File: config.mk
export PLATFORM = sky130hd
export DESIGN_NAME = bcd_updown_counter
export DESIGN_NICKNAME = d
export VERILOG_FILES = /design/src/rtl/bcd_updown_counter.sv
export SDC_FILE = /design/constraint.sdc
export NUM_CORES = 1
export LEC_CHECK = 0
export ABC_AREA = 1
export ABC_CLOCK_PERIOD_IN_PS = 2600
export CORE_AREA = 4 4 41 43
export DETAILED_ROUTE_END_ITERATION = 10
export DIE_AREA = 0 0 45 47
export HOLD_SLACK_MARGIN = 0.1
export SLEW_MARGIN = 20
export SYNTH_ARGS = -nofsm -noshare
export SYNTH_HDL_FRONTEND = slang
export SYNTH_SLANG_ARGS = --single-unit
File: constraint.sdc
create_clock -name clk -period 2.6 [get_ports clk]
set_clock_uncertainty 0.15 [all_clocks]
set_input_delay 0.52 -clock clk [delete_from_list [all_inputs] [get_ports clk]]
set_output_delay 0.52 -clock clk [all_outputs]
set_load 0.01 [all_outputs]
File: src/rtl/bcd_updown_counter.sv
// bcd_updown_counter: synchronous BCD decade up/down counter with
// synchronous clear, parallel load, P/T count enables and ripple carry.
//
// Ports:
//   clk     rising-edge clock for all state changes
//   clr     synchronous clear, active low (highest priority)
//   load_n  synchronous parallel load, active low
//   enp_n   count enable P, active low
//   ent_n   count enable T (cascade input), active low, also gates rco_n
//   u_d     direction, 1 = up, 0 = down
//   d[3:0]  parallel load data
//   q[3:0]  counter state
//   rco_n   ripple carry/borrow, active low, combinational
//   dec_n   1-of-10 active-low decode of q (only with SN74LS_DEC_OUT_EN)
//
// Build option: define SN74LS_DEC_OUT_EN to add the dec_n output.
// Board-level propagation delays are not part of this synthesizable model.

module bcd_updown_counter (
    input  logic       clk,
    input  logic       clr,
    input  logic       load_n,
    input  logic       enp_n,
    input  logic       ent_n,
    input  logic       u_d,
    input  logic [3:0] d,
    output logic [3:0] q,
    output logic       rco_n
`ifdef SN74LS_DEC_OUT_EN
    ,
    output logic [9:0] dec_n
`endif
);

    logic       is_bcd;
    logic       at_max;
    logic       at_min;
    logic       cnt_en;
    logic [3:0] up_next;
    logic [3:0] dn_next;
    logic [3:0] cnt_next;
    logic [3:0] q_next;

    // Codes 10..15 have q[3] set together with q[2] or q[1].
    assign is_bcd = ~(q[3] & (q[2] | q[1]));
    assign at_max = (q == 4'd9);
    assign at_min = (q == 4'd0);

    // Illegal codes recover in a single counting edge:
    // to 0 when counting up, to 9 when counting down.
    always_comb begin
        up_next = 4'd0;
        if (is_bcd && !at_max) begin
            up_next = q + 4'd1;
        end
    end

    always_comb begin
        dn_next = 4'd9;
        if (is_bcd && !at_min) begin
            dn_next = q - 4'd1;
        end
    end

    assign cnt_next = u_d ? up_next : dn_next;
    assign cnt_en   = ~enp_n & ~ent_n;

    // Conditional operators rather than if/else so that an unknown
    // control input yields an unknown next state instead of silently
    // choosing one branch.
    assign q_next = ~clr    ? 4'd0     :
                    ~load_n ? d        :
                    cnt_en  ? cnt_next :
                              q;

    always_ff @(posedge clk) begin
        q <= q_next;
    end

    // Terminal count depends on direction; illegal codes never match.
    assign rco_n = ~(~ent_n & (u_d ? at_max : at_min));

`ifdef SN74LS_DEC_OUT_EN
    always_comb begin
        dec_n = '1;
        for (int i = 0; i < 10; i++) begin
            if (q == 4'(i)) begin
                dec_n[i] = 1'b0;
            end
        end
    end
`endif

endmodule

==> flow_summary.json, run 1 <==
{
  "status": "complete, no violations",
  "cts.sinks": 4,
  "fin_area_um2": 681,
  "gr-total-overflow": 0,
  "drt_iter0_drc": 2,
  "vias_per_cell": 4.72,
  "min_period_over_period": 0.946,
  "largest_reg_flops": 4,
  "worstSetupPathType": "in -> out",
  "power_frac_comb": 0.415,
  "p_int_mw": 0.172,
  "place_area_um2": 654,
  "clkPwrFrac": 0.309,
  "portBuffers": 14,
  "drive_gt1_frac": 0.229,
  "powerDensity_nw_per_um2": 391,
  "wl_per_cell_um": 9.89,
  "p_seq_frac": 0.276,
  "cp_max_fo": 3,
  "syn-num-nets": 88,
  "drt_drc_violations_left": 0,
  "setup_tns_ps": 0,
  "ir_drop_mv": 0.152,
  "mostFrequentLayoutCell": "nand2_1",
  "die_w_um": 45,
  "worstHoldPathCells": 2,
  "hpwl_um": 966,
  "cellLeakagePower_nw": 0.327,
  "antennaDiodeCount": 0,
  "drv_slew": 0,
  "cts_resized": 0,
  "synth_area_um2": 465,
  "firstDrtPassIters": 2,
  "ys_seq_area_frac": 0.172,
  "rows": 13,
  "total_power_mw": 0.266,
  "clockBufferDepth": 2,
  "yosysWarningCount": 0,
  "r2r_cells": 9,
  "clk_latency_ps": 250,
  "numCtsBuffers": 3,
  "ys_ff_latch": 4,
  "path_clk_slew_ps": 40,
  "synthCells": 75,
  "cts_tree": "done",
  "drt_wl_total_um": 1100,
  "reg_top3": "q x4",
  "io_pins": 15,
  "start_kind": "primary input",
  "vias": 524,
  "rsz0062_at_grt": "no",
  "hp-class": "reg -> reg",
  "fp.dieArea_um2": 2120,
  "tightest_slew_ps": 268,
  "clockRootBuffer": "clkbuf_4",
  "ant_nets": 0,
  "htree_levels": 1,
  "core-area_um2": 1300,
  "fmax_ghz": 0.407,
  "crit_required_ps": 1930,
  "slew_headroom": 0.821,
  "setup_viol": 0,
  "post_synth_num_cell_types": 19,
  "period_minus_slack_ps": 2460,
  "area_growth_pct": 46.2,
  "top_register": "q",
  "grt_pass1_wl_um": 1860,
  "antenna_found_initial": 0,
  "die_y_um": 47,
  "postCtsHoldBufs": 0,
  "final_cell_mix": "nand2_1, clkdlybuf4s50_1, inv_1",
  "arrival_ps": 1790,
  "grt_util_all_layers": 0.122,
  "switching_share": 0.352,
  "grt_pass1_vias": 488,
  "cts_setup_buffers": 0,
  "endpoint_kind": "primary output",
  "layout.nets": 111,
  "gp_congestion": 0.738,
  "start_util": 0.358,
  "syn_area_per_cell_um2": 6.21,
  "switchingPower_mw": 0.0937,
  "grt_max_degree": 9,
  "cap_violations": 0,
  "hold_viol": 0
}
[power by group through the flow]
stage	registers [mW]	logic, mW	clock network [mW]
after detailed placement	0.0738	0.111	0
after global placement	0.0740	0.110	0
final	0.0734	0.110	0.0823
after global routing	0.0743	0.123	0.0866
after floorplan	0.0765	0.0627	0
after CTS	0.0728	0.111	0.0850
[cell families (layout without fill, tap and decap cells)]
kind of cell,after synthesis,in the layout,synth area share
buf+inv,15,36,0.129
compound gates,13,13,0.156
fa+ha+maj,3,3,0.0807
flops,4,4,0.172
simple gates,39,39,0.444
xor+xnor,1,1,0.0188
[cells in the mapped netlist]
cell / n / area [µm²]
nand4_1: 2 / 12.5
inv_1: 11 / 41.3
nor3_4: 1 / 16.3
nand3_1: 8 / 40.0
nor2_2: 2 / 12.5
nand3_2: 2 / 20.0
dfxtp_1: 4 / 80.1
nor2_4: 2 / 22.5
xor2_1: 1 / 8.76
nor2_1: 4 / 15.0
nand2_1: 18 / 67.6
inv_2: 3 / 11.3
o21ai_1: 4 / 20.0
a211o_1: 1 / 8.76
o21ai_0: 2 / 10.0
a21oi_1: 5 / 25.0
ha_1: 3 / 37.5
buf_4: 1 / 7.51
a21oi_2: 1 / 8.76
[worst max-delay path, cell delays in order]
cell and delay, ps:
clkdlybuf4s50_1 470, inv_1 60, a21oi_1 110, a211o_1 100, clkdlybuf4s50_1 520
[layer usage]
metal  vias to the layer above  wire length, µm  global-route usage
met3                         4               42              0.0345
li1                        285                -                   -
met5                         -                0                   0
met4                         0               18              0.0526
met2                         9              573               0.229
met1                       226              464               0.125
[path summary, 6_finish.rpt]
kind	from	to	slack [ps]
hold reg to reg	q[3]	q[3]	430
setup reg to reg	q[0]	q[1]	1160
setup / recovery	u_d	rco_n	140
hold / removal	q[3]	q[3]	430
[through the flow]
step / instances / hold WS [ps] / util / setup WS (ps)
CTS: 111 / 425 / 0.520 / 22.8
finish: 111 / 428 / 0.523 / 141
floorplan: 75 / 417 / - / 777
global placement: 108 / 435 / 0.503 / 133
global route: 111 / 479 / 0.523 / 79.6
detailed placement: 108 / 420 / 0.503 / 125
[area by class of cell]
cell class / instances / area [µm²]
Fill cell: 151 / 621
Multi-Input combinational cell: 56 / 328
Timing Repair Buffer: 19 / 178
Sequential cell: 4 / 81.3
Inverter: 14 / 52.6
Clock buffer: 3 / 22.5
Tap cell: 15 / 18.8
Power figures use the tool's default switching activity.
==> run 2, diff against run 1 <==
--- a/config.mk
+++ b/config.mk
@@ -7,6 +7,7 @@
 export LEC_CHECK = 0
 export ABC_AREA = 1
 export ABC_CLOCK_PERIOD_IN_PS = 2600
+export CAP_MARGIN = 15
 export CORE_AREA = 4 4 41 43
 export DETAILED_ROUTE_END_ITERATION = 10
 export DIE_AREA = 0 0 45 47
==> results of run 2 <==
Same layout as run 1: the final DEF is identical, and so are final timing and power.
